`src/rtl/gry_bin_seq.sv`:
```
// Serial Gray-to-binary decoder, MSB first, one bit per clock, valid/ready on both sides.
// Optional adjacency check on accepted words is enabled by defining GRY_BIN_STEP_EN.
module gry_bin_seq #(
  parameter int N = 8
) (
  input  logic         clk,
  input  logic         rst_n,
  input  logic [N-1:0] gray,
  input  logic         in_valid,
  output logic         in_ready,
  output logic [N-1:0] binary,
  output logic         out_valid,
  input  logic         out_ready,
  output logic         step_err
);

  // Handshakes: a transfer happens on a rising edge where valid && ready.
  // in_ready is high only in IDLE, out_valid only in DONE; neither depends
  // combinationally on in_valid or out_ready.
  localparam int            IW      = $clog2(N);
  localparam logic [IW-1:0] IDX_TOP = IW'(N - 1);
  localparam logic [IW-1:0] IDX_ONE = IW'(1);

  typedef enum logic [1:0] {
    IDLE = 2'd0,
    BUSY = 2'd1,
    DONE = 2'd2
  } state_e;

  state_e        state_q, state_d;
  logic [N-1:0]  g_q, g_d;
  logic [N-1:0]  res_q, res_d;
  logic [IW-1:0] idx_q, idx_d;
  logic [N-1:0]  res_upper;
  logic          accept;

  assign accept    = (state_q == IDLE) && in_valid;
  // res_upper[i] is res[i+1], with a zero above the MSB
  assign res_upper = {1'b0, res_q[N-1:1]};

  always_comb begin
    state_d = state_q;
    g_d     = g_q;
    res_d   = res_q;
    idx_d   = idx_q;
    case (state_q)
      IDLE: begin
        if (in_valid) begin
          g_d     = gray;
          res_d   = '0;
          idx_d   = IDX_TOP;
          state_d = BUSY;
        end
      end
      BUSY: begin
        res_d[idx_q] = g_q[idx_q] ^ res_upper[idx_q];
        if (idx_q == '0) begin
          state_d = DONE;
        end else begin
          idx_d = idx_q - IDX_ONE;
        end
      end
      DONE: begin
        if (out_ready) begin
          state_d = IDLE;
        end
      end
      default: state_d = IDLE;
    endcase
  end

  always_ff @(posedge clk or negedge rst_n) begin
    if (!rst_n) begin
      state_q <= IDLE;
      g_q     <= '0;
      res_q   <= '0;
      idx_q   <= IDX_TOP;
    end else begin
      state_q <= state_d;
      g_q     <= g_d;
      res_q   <= res_d;
      idx_q   <= idx_d;
    end
  end

  assign in_ready  = (state_q == IDLE);
  assign out_valid = (state_q == DONE);
  assign binary    = res_q;

`ifdef GRY_BIN_STEP_EN
  localparam logic [N-1:0] ONE_N = {{(N-1){1'b0}}, 1'b1};

  logic [N-1:0] prev_q, prev_d;
  logic [N-1:0] diff;
  logic         prev_vld_q, prev_vld_d;
  logic         step_err_q, step_err_d;

  // More than one set bit in diff <=> clearing its lowest set bit leaves something
  assign diff = gray ^ prev_q;

  always_comb begin
    prev_d     = prev_q;
    prev_vld_d = prev_vld_q;
    step_err_d = step_err_q;
    if (accept) begin
      step_err_d = prev_vld_q && ((diff & (diff - ONE_N)) != '0);
      prev_d     = gray;
      prev_vld_d = 1'b1;
    end
  end

  always_ff @(posedge clk or negedge rst_n) begin
    if (!rst_n) begin
      prev_q     <= '0;
      prev_vld_q <= 1'b0;
      step_err_q <= 1'b0;
    end else begin
      prev_q     <= prev_d;
      prev_vld_q <= prev_vld_d;
      step_err_q <= step_err_d;
    end
  end

  assign step_err = step_err_q;
`else
  assign step_err = 1'b0;
`endif

endmodule
```
`config.mk`:
```
export PLATFORM = sky130hd
export DESIGN_NAME = gry_bin_seq
export DESIGN_NICKNAME = d
export VERILOG_FILES = /design/src/rtl/gry_bin_seq.sv
export SDC_FILE = /design/constraint.sdc
export NUM_CORES = 1
export LEC_CHECK = 0
export CORE_UTILIZATION = 54
export DETAILED_ROUTE_END_ITERATION = 10
export PLACE_DENSITY = 0.87
export SYNTH_ARGS = -nofsm -noshare
export SYNTH_HDL_FRONTEND = slang
export SYNTH_SLANG_ARGS = --single-unit
```
`constraint.sdc`:
```
create_clock -name clk -period 3.2 [get_ports clk]
set_input_delay 0.32 -clock clk [delete_from_list [all_inputs] [get_ports clk]]
set_output_delay 0.32 -clock clk [all_outputs]
set_load 0.01 [all_outputs]
```
After elaboration in Yosys (flattened, before gate mapping)
Index checks and enable logic that the tools add are counted.
Operators by class
  reduce and logical (&&, ||, !) cells: 8
  bitwise gates (word level): 1
  order comparisons: 2
  add/subtract/negate cells: 1
  multiplexer cells: 16
  eq/ne operators: 6
Operators with widths (number)
  $pmux 8 s2: 1
  $bwmux 8: 1
  $mux 8: 1
  $bmux 1 s3: 2
  $mux 2: 3
  $mux 3: 2
  $ne 2x2->1 const B: 3
  $pmux 2 s3: 1
  $pmux 3 s2: 1
  $reduce_and 3->1: 2
  $lt 3x4->1 const B: 1
  $reduce_and 2->1: 2
  $demux 1 s3: 1
  $ge 3x1->1 const B: 1
  $logic_not 3->1: 1
  $mux 1: 3
  $sub 3x1->3 const B: 1
  $eq 2x1->1 const B: 1
  $eq 2x2->1 const B: 1
  $logic_not 2->1: 1
  $ne 2x1->1 const B: 1
  $reduce_bool 2->1: 1
  $logic_and 1x1->1: 1
  $xor 1x1->1: 1
Storage, ports and cells
  input port bits: 12
  output and inout bits: 11
  register bits after elaboration: 21
  logic and storage cells: 38

Logic depth before layout (Yosys ltp)
Gate-level depths: netlist of the first run.
  depth in word-level cells: 6
  mapped depth: 7
  mapped depth without buffers: 6

Least setup slack after synthesis of the first run
OpenSTA, ideal clock, no wires.
  path type: register -> register
  start point: reg idx_q[0]
  end point: reg res_q[6] (netlist: binary[6])
  stages on the path, launching flop included: 6
  library setup time: 110 ps
  arrival time: 1705 ps
  data required time: 3090 ps
  slack: 1385 ps
  period minus slack after synthesis: 1815 ps
  buffers on the path: 1
  path through: dfstp_2 buf_6 mux2i_1 mux4_2 nor3b_4 o41ai_1
Between the ends
  longest elaborated chain between the ends: 6
  elaborated cells on any way between the ends: 12
  classes of those cells: order compare (2); mux (8); bitwise (1); reduce/logical (1)
Ends and longest elaborated chain
  start: declaration: line 33  | logic [IW-1:0] idx_q, idx_d;
  start signal: assignment: line 82  | idx_q <= idx_d;
  $lt 3x4->1 (not written as such) / $ge 3x1->1 (equally long branches): line 56  | res_d[idx_q] = g_q[idx_q] ^ res_upper[idx_q];
  $logic_and 1x1->1 (not written as such): line 56
  $mux 1 (not written as such): line 56
  $demux 1 s3: line 56
  $bwmux 8 (*): line 56
  $pmux 8 s2 (*): line 46  | case (state_q)
  end signal: assignment: line 81  | res_q <= res_d;
  end: declaration: line 32  | logic [N-1:0] res_q, res_d;
Every way passes the cells marked *; elsewhere a longest branch is shown, timed or not. The select of a mux whose other input is x is not followed.
A chain may end at the register's enable or synchronous reset.

Worst setup path in the final report of the first run
  start point: reg idx_q[0]
  end point: reg res_q[7] (netlist: binary[7])
The elaborated chain is that of the path after synthesis.

==> reports/results.ini, run 1 <==
[outcome]
status=finished, final reports clean

[sta]
slew_headroom=0.407
rsz0062_at_grt=no
max_freq_mhz=485
tightest_slew_ns=0.886
fin_crit_ns=2.06
setup_viol=0
finalCritPeriodShare=0.644
hold_violations=0
fin_skew_ns=0.00253
finalMaxSlewViolations=0
setup_tns_ns=0

[clock_network]
ctsHoldBuffers=0
cts_tree=built
path_clk_slew_ns=0.12
clock_path_buffers=2
post_cts_buffers=0
clk_latency_ns=0.30
h-tree-depth=1
root_buffer=clkbuf_4
cts_num_sinks=21
numCtsBuffers=3
cts-resized-gates=0

[placement]
placedCellCount=157
place_hpwl_um=1810
numPortBuffers=21
gp_congestion=0.867
dpl_cell_area_um2=1350

[job]
maxCapViolations=0

[cells_and_area]
diodes=0
drive_gt1_frac=0.112
final_cell_area_um2=1380
syn2layout_area_growth_pct=21.2
stdcell_count=161
fin_util=0.701
nNetsFinal=149

[synth]
synth_edf_count=0
async_flop_share=1.00
synth_ff_type=dfrtp_1
syn_nets=126
synth.distinct_cells=32
ys_seq_area_frac=0.466
synthCells=112
yosysWarningCount=0
syn-cell-area_um2=1130
ys_ff_latch=21
syn_area_per_cell_um2=10.1

[die]
dieArea_um2=2290
die_w_um=47.8
ioPinCount=23
core.rowCount=16
core_um2=1960
initial_core_util=0.578
die_height_um=47.8

[route]
post_drt_wl_per_cell_um=15.0
vias=938
wl_um=2420
drt_iter0_markers=16
drc=0
dr.pass1.iters=4
final_antenna_net_count=0
post_drt_via_cell_ratio=5.83

[critical_path]
crit_arrival_ns=2.24
end_kind=register
worstPathRequired_ns=3.38
reg2reg_depth=4
path_class=register to register
start_kind=register
path_max_fanout=11

[pwr]
powerDensity_nw_per_um2=979
p_int_uw=770
leakage_uw=0.000618
p_comb_frac=0.518
switching_power_uw=577
clkPwrFrac=0.095
switching_share=0.428
ir_drop_uv=508
seqPwrFrac=0.386

[global_route]
grt_pass1_vias=819
grt_usage=0.246
overflow=0
grt_pass1_wl_um=3820
grt_start_max_net_pins=22
antenna_found_initial=0

[hold_path]
whs_path_depth=2
hold_class=register to register

## power by group through the flow
stage          sequential, uW  combinational [uW]  clock [uW]
2_1_floorplan             485                 511           0
3_3_place_gp              516                 648           0
3_5_place_dp              522                 689           0
4_1_cts                   516                 692         129
5_1_grt                   536                 776         146
6_report                  520                 698         128
## worst paths after layout
kind / from / endpoint / slack, ns
setup / recovery: idx_q[0] / binary[7] / 1.14
hold / removal: g_q[7] / g_q[7] / 0.49
setup reg to reg: idx_q[0] / binary[7] / 1.14
hold reg to reg: g_q[7] / g_q[7] / 0.49
max in group asynchronous: rst_n / g_q[4] / 2.15
min in group asynchronous: rst_n / binary[1] / 0.51
## critical path, stage by stage (launching register included)
cell	delay, ns
dfstp_2	0.72
mux2i_1	0.13
mux4_2	0.50
nor3b_4	0.19
o41ai_1	0.40
## cells by family after synthesis
family / Yosys count / synth area share
and+or+nand+nor: 45 / 0.198
other: 1 / 0.00330
AOI/OAI and AO/OA: 25 / 0.168
adders and majority gates: 2 / 0.0220
buffers and inverters: 8 / 0.0430
xor gates and xnor gates: 1 / 0.00772
muxes: 9 / 0.0915
DFF: 21 / 0.466
## cells in the final DEF, fill, tap and decap left out
| master | n |
|---|---|
| and2b_2 | 1 |
| clkbuf_1 | 1 |
| a32o_1 | 1 |
| nand3b_2 | 1 |
| o21ai_0 | 3 |
| nor2_1 | 4 |
| mux4_2 | 1 |
| nand2b_1 | 2 |
| clkdlybuf4s50_1 | 21 |
| o31ai_1 | 4 |
| mux2_2 | 1 |
| a21oi_1 | 2 |
| nor2b_1 | 1 |
| inv_1 | 5 |
| nor3b_4 | 1 |
| nor4b_1 | 1 |
| o22ai_2 | 1 |
| o21ba_2 | 1 |
| nand2_1 | 29 |
| conb_1 | 1 |
| dfstp_2 | 3 |
| dfrtp_1 | 18 |
| or2_2 | 1 |
| mux2i_1 | 7 |
| nand3b_1 | 2 |
| o41ai_1 | 4 |
| clkbuf_4 | 3 |
| xor2_1 | 1 |
| o211ai_1 | 8 |
| o21a_1 | 1 |
| nor3b_1 | 1 |
| ha_1 | 2 |
| nand2_2 | 1 |
## metrics by stage
step / setup WS (ns) / total power, uW / hold WS [ns]
2_1_floorplan: 1.38 / 996 / 0.0244
3_3_place_gp: 1.31 / 1160 / 0.463
3_5_place_dp: 1.17 / 1210 / 0.471
4_1_cts: 1.14 / 1340 / 0.497
5_1_grt: 0.991 / 1460 / 0.528
6_report: 1.14 / 1350 / 0.490
## final cells by class
cell class              count  area, um^2
clock buffers               4        26.3
fillers                   172         587
inverters                   5        18.8
multi-input cells          83         557
flip-flops and latches     21         529
well taps                  27        33.8
repair buffers             21         210
## state kept, by name, summed over array words and instances (netlist names)
| name | flops |
|---|---|
| binary | 8 |
| g_q | 8 |
| idx_q | 3 |
| state_q | 2 |
## per-layer routing
| layer | track usage | wire (um) |
|---|---|---|
| met2 | 0.397 | 1300 |
| met3 | 0.0491 | 108 |
| met4 | 0.100 | 16 |
| met5 | 0 | 0 |
| met1 | 0.322 | 1000 |
## cell usage after synthesis, types with 2 or more instances
master	number	share of area
nand2_1	29	0.096
mux2i_1	7	0.062
nor2_1	4	0.013
o41ai_1	4	0.031
inv_1	5	0.017
nand3b_1	2	0.013
buf_6	2	0.020
a21oi_1	2	0.0088
ha_1	2	0.022
o211ai_1	8	0.053
dfrtp_1	18	0.40
nand2b_1	2	0.011
o21ai_0	3	0.013
o31ai_1	4	0.026
dfstp_2	3	0.069
Power figures use the tool's default switching activity.
==> run 2, diff against run 1 <==
- CORE_UTILIZATION: 54 -> 50
- PLACE_DENSITY: 0.87 -> 0.82
- clock period: 3.2 -> 2.2 ns (I/O delays scaled with it)
==> run 2 against run 1 <==
Compared with the run above: critical path depth is the same; clock power increased by 45%; wire length shrank 5.7%; via count decreased by 3.5%; hold slack lost 0.24 ns; non-clock buffer count grew 2; largest power group unchanged.
==> reports/results.ini, run 2 (synthesis gave the netlist of run 1 again) <==
[sta]
max_freq_mhz=487  ; +0.30%
holdWs_ns=0.249  ; -0.241 ns
setup_viol=0  ; unchanged
hold_violations=0  ; unchanged
rsz0062_at_grt=no
finalMaxSlewViolations=0  ; unchanged
fin_crit_ns=2.06  ; -0.00607 ns
setup_tns_ns=0  ; unchanged
fin_skew_ns=0.00403  ; +0.00150 ns
finalCritPeriodShare=0.934  ; +0.290

[placement]
gp_congestion=0.874  ; +0.80%
place_hpwl_um=1710  ; -5.8%
placedCellCount=159  ; +1.3%
numPortBuffers=21  ; unchanged

[route]
wl_um=2290  ; -5.7%
post_drt_wl_per_cell_um=14.0  ; -6.8%
vias=905  ; -3.5%
final_antenna_net_count=0  ; unchanged
post_drt_via_cell_ratio=5.55  ; -4.7%
drc=0  ; unchanged
drt_iter0_markers=13  ; -3
dr.pass1.iters=4  ; unchanged

[die]
die_w_um=49.6  ; +3.8%
initial_core_util=0.556  ; -0.0227
core_um2=2040  ; +4.1%
dieArea_um2=2460  ; +7.7%
ioPinCount=23  ; unchanged
die_height_um=49.6  ; +3.8%
core.rowCount=16  ; unchanged

[critical_path]
cp_slowest_cell=dfstp_2
r2r_start=idx_q[0]
timing.critical_path.buf_inv=0  ; unchanged
crit_arrival_ns=2.23  ; about the same
critical-path-max-stage-delay_ns=0.72  ; about the same
crit_chain=mux2i_1 -> mux4_2 -> nor3b_4 -> o41ai_1
path_max_fanout=11  ; unchanged
worstPathRequired_ns=2.38  ; -1.00 ns
end_kind=register
path_depth=4  ; unchanged
path_class=register to register
start_kind=register
crit_start=idx_q[0]
reg2reg_depth=4  ; unchanged
crit_family=flip-flops

[clock_network]
path_clk_slew_ns=0.12  ; about the same
numCtsBuffers=3  ; unchanged
cts_num_sinks=21  ; unchanged
ctsHoldBuffers=0  ; unchanged
clock_path_buffers=2  ; unchanged
root_buffer=clkbuf_4
post_cts_buffers=0  ; unchanged
h-tree-depth=1  ; unchanged
clk_latency_ns=0.30  ; about the same
cts_tree=built
cts-resized-gates=0  ; unchanged

[pwr]
powerDensity_nw_per_um2=1390  ; +42%
ir_drop_uv=757  ; +49%
leakage_uw=0.000628  ; +1.6%

[cells_and_area]
layout_commonest_cell=nand2_1
nNetsFinal=151  ; +1.3%
drive_gt1_frac=0.125  ; +0.0131
syn2layout_area_growth_pct=22.5
layout_common_cells=nand2_1, clkdlybuf4s50_1, dfrtp_1, o211ai_1, mux2i_1
stdcell_count=163  ; +1.2%
diodes=0  ; unchanged
fin_util=0.681  ; -0.0201

[global_route]
grt_pass1_wl_um=3840  ; +0.55%
grt_pass1_vias=846  ; +3.3%
grt_start_max_net_pins=22  ; unchanged
grt_usage=0.203  ; -0.0431
antenna_found_initial=0  ; unchanged
overflow=0  ; unchanged

[job]
maxCapViolations=0  ; unchanged

[hold_path]
hold_class=input port to async pin

[outcome]
status=finished, final reports clean

run 2: cell count changes in the layout (fill, tap and decap cells not counted), sizes merged:
| cell | delta |
|---|---|
| buf | +2 |
run 2: path summary, 6_finish.rpt:
| check | endpoint | slack [ns] |
|---|---|---|
| worst max-delay path | binary[7] | 0.14 |
| worst min-delay path | binary[3] | 0.25 |
| worst max register to register | binary[7] | 0.14 |
| worst min register to register | g_q[1] | 0.49 |
| max in group asynchronous | idx_q[2] | 1.68 |
| min in group clk | g_q[0] | 0.44 |
run 2: final cells by class:
cell class              instances  area, um^2
fillers                       169         652
flip-flops and latches         21         529
multi-input cells              83         557
repair buffers                 23         225
inverters                       5        18.8
clock buffers                   4        26.3
well taps                      27        33.8
run 2: where the power goes:
group          internal (uW)  switching [uW]  leakage [uW]
Sequential               573             183      0.000260
Combinational            485             508      0.000353
Clock                   70.5             115     0.0000150
Total                   1130             806      0.000628
run 2: per-stage QoR:
step / cell area, um^2 / setup slack, ns / power (uW)
final: 1390 / 0.145 / 1930
after CTS: 1390 / 0.115 / 1950
after floorplan: 1130 / 0.385 / 1450
after global placement: 1360 / 0.311 / 1700
after detailed placement: 1360 / 0.178 / 1760
after global routing: 1390 / 0.0470 / 2090
run 2: layer usage:
layer / routed length [um] / global-route usage / vias up
li1: - / - / 443
met1: 1040 / 0.269 / 447
met2: 1180 / 0.358 / 15
met3: 65 / 0.0370 / 0
met4: 0 / 0.0143 / 0
met5: 0 / 0 / -
